## src/rtl/sr_reg_bank.sv

```systemverilog
// sr_reg_bank: bank of N independent set/reset flags with active-low
// asynchronous set/reset inputs brought into the clk domain by a
// configurable synchroniser. It also provides edge pulses and sticky
// invalid-input flags.
//
// Parameters:
//   N           number of channels (1..32)
//   SYNC_STAGES synchroniser depth (0..3, 0 = sample inputs directly)
//   CONFLICT    response to S and R both active:
//               0 hold, 1 set, 2 reset, 3 toggle
//   RESET_Q     q value while reset is asserted
//
// Ports:
//   clk      clock, all state changes on the rising edge
//   rst_n    asynchronous active-low reset
//   s_n      per-channel set, active-low, asynchronous to clk
//   r_n      per-channel reset, active-low, asynchronous to clk
//   err_clr  synchronous clear of all err bits
//   q, q_n   channel state and its inverse
//   rise     one-cycle pulse on a q 0->1 change
//   fall     one-cycle pulse on a q 1->0 change
//   err      sticky flag, set when both inputs are seen active
//   err_any  OR of err
module sr_reg_bank #(
    parameter int unsigned  N           = 8,
    parameter int unsigned  SYNC_STAGES = 2,
    parameter int unsigned  CONFLICT    = 0,
    parameter logic [N-1:0] RESET_Q     = '0
) (
    input  logic         clk,
    input  logic         rst_n,
    input  logic [N-1:0] s_n,
    input  logic [N-1:0] r_n,
    input  logic         err_clr,
    output logic [N-1:0] q,
    output logic [N-1:0] q_n,
    output logic [N-1:0] rise,
    output logic [N-1:0] fall,
    output logic [N-1:0] err,
    output logic         err_any
);

    logic [N-1:0] ss_n;
    logic [N-1:0] sr_n;
    logic [N-1:0] q_d;
    logic [N-1:0] q_next;
    logic [N-1:0] both_low;
    logic [N-1:0] err_next;

    // Synchroniser flops reset to 1 so that the inputs read as inactive.
    // Any samples in flight are therefore dropped when reset asserts.
    generate
        if (SYNC_STAGES == 0) begin : g_bypass
            assign ss_n = s_n;
            assign sr_n = r_n;
        end else begin : g_sync
            logic [N-1:0] s_pipe [SYNC_STAGES];
            logic [N-1:0] r_pipe [SYNC_STAGES];

            always_ff @(posedge clk or negedge rst_n) begin
                if (!rst_n) begin
                    for (int unsigned k = 0; k < SYNC_STAGES; k++) begin
                        s_pipe[k] <= '1;
                        r_pipe[k] <= '1;
                    end
                end else begin
                    s_pipe[0] <= s_n;
                    r_pipe[0] <= r_n;
                    for (int unsigned k = 1; k < SYNC_STAGES; k++) begin
                        s_pipe[k] <= s_pipe[k-1];
                        r_pipe[k] <= r_pipe[k-1];
                    end
                end
            end

            assign ss_n = s_pipe[SYNC_STAGES-1];
            assign sr_n = r_pipe[SYNC_STAGES-1];
        end
    endgenerate

    // Per-channel next state from the synchronised (s, r) pair.
    always_comb begin
        q_next   = q;
        both_low = '0;
        for (int unsigned i = 0; i < N; i++) begin
            case ({ss_n[i], sr_n[i]})
                2'b11:   q_next[i] = q[i];
                2'b01:   q_next[i] = 1'b1;
                2'b10:   q_next[i] = 1'b0;
                default: begin
                    both_low[i] = 1'b1;
                    case (CONFLICT)
                        1:       q_next[i] = 1'b1;
                        2:       q_next[i] = 1'b0;
                        3:       q_next[i] = ~q[i];
                        default: q_next[i] = q[i];
                    endcase
                end
            endcase
        end
    end

    // A fresh invalid condition wins over err_clr on the same edge.
    assign err_next = (err & {N{~err_clr}}) | both_low;

    always_ff @(posedge clk or negedge rst_n) begin
        if (!rst_n) begin
            q   <= RESET_Q;
            q_d <= RESET_Q;
            err <= '0;
        end else begin
            q   <= q_next;
            q_d <= q;
            err <= err_next;
        end
    end

    assign q_n     = ~q;
    assign rise    = q & ~q_d;
    assign fall    = ~q & q_d;
    assign err_any = |err;

endmodule

```

## config.mk

```make
export PLATFORM = sky130hd
export DESIGN_NAME = sr_reg_bank
export DESIGN_NICKNAME = d
export VERILOG_FILES = /design/src/rtl/sr_reg_bank.sv
export SDC_FILE = /design/constraint.sdc
export NUM_CORES = 1
export LEC_CHECK = 0
export CAP_MARGIN = 20
export CORE_ASPECT_RATIO = 1.1
export CORE_MARGIN = 2
export CORE_UTILIZATION = 49
export CTS_CLUSTER_SIZE = 20
export DETAILED_ROUTE_END_ITERATION = 12
export GPL_ROUTABILITY_DRIVEN = 0
export GPL_TIMING_DRIVEN = 0
export PLACE_DENSITY_LB_ADDON = 0.15
export SLEW_MARGIN = 10
export SYNTH_ARGS = -nofsm -noshare
export SYNTH_HDL_FRONTEND = slang
export SYNTH_SLANG_ARGS = --single-unit
```

## constraint.sdc

```tcl
create_clock -name clk -period 2.8 [get_ports clk]
set_input_delay 0.42 -clock clk [delete_from_list [all_inputs] [get_ports clk]]
set_output_delay 0.42 -clock clk [all_outputs]
set_load 0.02 [all_outputs]
```

==> results.json <==
{
  "status": "complete, no violations",
  "mostFrequentLayoutCells": "clkdlybuf4s50_1 (58), dfstp_2 (32), inv_1 (25), dfrtp_1 (24), ha_1 (16)",
  "clkTransAtPathRegs_ns": 0.09,
  "start_kind": "register",
  "slowest_delay_ns": 0.55,
  "clkLatencyLatePin_ns": 0.30,
  "wl_met2_um": 1690,
  "ys_types": 12,
  "fin_crit_sh_pct": 74.0,
  "crit_type": "reg2out",
  "layout-drive-gt1-share_pct": 21.3,
  "holdWs_ns": 0.0675,
  "met3_length_um": 229,
  "grt_pass1_vias": 1202,
  "routedWlPerCell_um": 12.6,
  "cts-root-buf": "clkbuf_8",
  "row_count": 24,
  "grt-ovfl-total": 0,
  "hold_viol": 0,
  "hold_buffers": 0,
  "slew_headroom_pct": 67.2,
  "fin_area_sq_um": 2750,
  "nFillCells": 295,
  "crit_path_cell_trace": "nor4_1 -> nand2_1 -> clkdlybuf4s50_1",
  "syn2layout_area_growth_pct": 39.7,
  "clock_skew_ns": 0.00410,
  "rsz0062_at_grt": "false",
  "avgViaCountPerCell": 4.53,
  "synth-xor-area-share_pct": 0,
  "yosys.area_share.simple_pct": 5.27,
  "tightest_slew_ns": 0.492,
  "ir_drop_mv": 0.420,
  "yosysSeqAreaShare_pct": 73.1,
  "critical_path_arrival_ns": 1.65,
  "hpwl_um": 2420,
  "ys_seq_elements": 56,
  "fp.dieArea_sq_um": 4550,
  "final_common_cell": "clkdlybuf4s50_1",
  "postRouteAntennaNets": 0,
  "drt_iter0_markers": 42,
  "port_buffers": 59,
  "muxShareOfSynthArea_pct": 3.05,
  "synth_top_family_by_area": "adder cells",
  "syn-num-nets": 169,
  "fmax_ghz": 0.483,
  "end_kind": "primary output",
  "synthAdderAreaFrac_pct": 10.2,
  "core-area_sq_um": 3900,
  "leakage_nw": 1.31,
  "path_max_fanout": 3,
  "met1_length_um": 1250,
  "synth_compound_area_share_pct": 3.62,
  "initial_core_util_pct": 50.5,
  "cap_violations": 0,
  "multi_input_area_sq_um": 435,
  "wirelength_um": 3200,
  "post_dp_cell_area_sq_um": 2640,
  "tritoncts": "yes",
  "numCtsBuffers": 5,
  "required_ns": 2.38,
  "cts_resized": 0,
  "grt_max_degree": 35,
  "dr.pass1.iters": 3,
  "drc": 0,
  "highest_layer": "met4",
  "regArea_sq_um": 1440,
  "grt_pass1_wl_um": 5430,
  "cts_buffer_depth": 2,
  "hold_class": "in2async",
  "die_h_um": 70.5,
  "io_pins": 60,
  "netlist_instances": 134,
  "post_cts_buffers": 0,
  "yosys_warnings": 0,
  "cp_slowest_cell": "clkdlybuf4s50_1",
  "power_density_nw_per_um2": 651,
  "vias": 1151,
  "nNetsFinal": 236,
  "die_w_um": 64.5,
  "synth_area_per_cell_sq_um": 14.7,
  "grt_usage_pct": 16.1,
  "cts.sinks": 56,
  "num_antenna_cells": 0,
  "antenna_found_initial": 0,
  "period_minus_slack_ns": 2.07,
  "ctsHtreeMaxLevel": 2,
  "synth_area_sq_um": 1970,
  "setup_violations": 0,
  "finalMaxSlewViolations": 0
}
-- area by class of cell --
| cell class | count | share of cell area, % |
|---|---|---|
| Clock buffer | 5 | 2.50 |
| Clock inverter | 3 | 1.55 |
| Inverter | 25 | 3.41 |
| Multi-Input combinational cell | 53 | 15.8 |
| Sequential cell | 56 | 52.4 |
| Tap cell | 52 | 2.36 |
| Timing Repair Buffer | 60 | 22.0 |
-- stage by stage --
step | utilization, % | setup TNS, ns | power [mW] | worst slack [ns] | cells
detailed placement | 67.7 | 0 | 1.30 | 1.07 | 246
floorplan | - | 0 | 1.10 | 1.40 | 134
CTS | 70.5 | 0 | 1.82 | 0.731 | 254
global placement | 67.3 | -2.75 | 1.29 | -0.117 | 245
finish | 70.5 | 0 | 1.79 | 0.728 | 254
global route | 70.5 | 0 | 1.88 | 0.594 | 254
-- per-layer routing --
layer  GRT usage (%)  up-vias
li1                -      544
met1            18.6      563
met2            26.7       40
met3            6.60        4
met4            6.38        0
met5               0        -
-- report_power, final --
group	leakage (nW)	internal (mW)	switching, mW
combinational	0.654	0.177	0.177
clock	0.0541	0.265	0.245
sequential	0.598	0.890	0.0390
-- critical path: cells and delay by family (launching register included) --
| kind | cells | cell delay (ns) |
|---|---|---|
| DFF | 1 | 0.41 |
| buffers and inverters | 1 | 0.55 |
| and+or+nand+nor | 2 | 0.40 |
-- cell usage after synthesis, drive strengths merged --
master,number,share of area (%)
a21o,8,3.1
a21oi,2,0.51
dfrtp,24,30
dfstp,32,43
ha,16,10
inv,25,4.8
mux2i,6,3.0
nand2,1,0.19
nor2,10,1.9
nor2b,8,2.5
nor4,2,0.63
-- worst paths after layout --
path | from | to | slack [ns] | cells past startpoint
worst max-delay path | err[6] | err_any | 0.73 | 3
worst min-delay path | rst_n | q_d[6] | 0.07 | 1
worst max register to register | ss_n[2] | q[2] | 1.66 | 4
worst min register to register | g_sync.r_pipe[14] | sr_n[6] | 0.36 | 0
max in group asynchronous | rst_n | g_sync.r_pipe[9] | 2.12 | 2
min in group clk | g_sync.r_pipe[14] | sr_n[6] | 0.36 | 0
-- flip-flops by register name (all words and copies together), names as in the netlist --
register / flops
sr_n: 8
ss_n: 8
g_sync.r_pipe: 8
q_d: 8
q: 8
g_sync.s_pipe: 8
err: 8
-- logic make-up after synthesis --
family,Yosys count
muxes,6
adders and majority gates,16
DFF,56
buffers and inverters,25
AOI/OAI and AO/OA,10
and+or+nand+nor,21
Note: power is estimated with default switching activity, not from simulation.
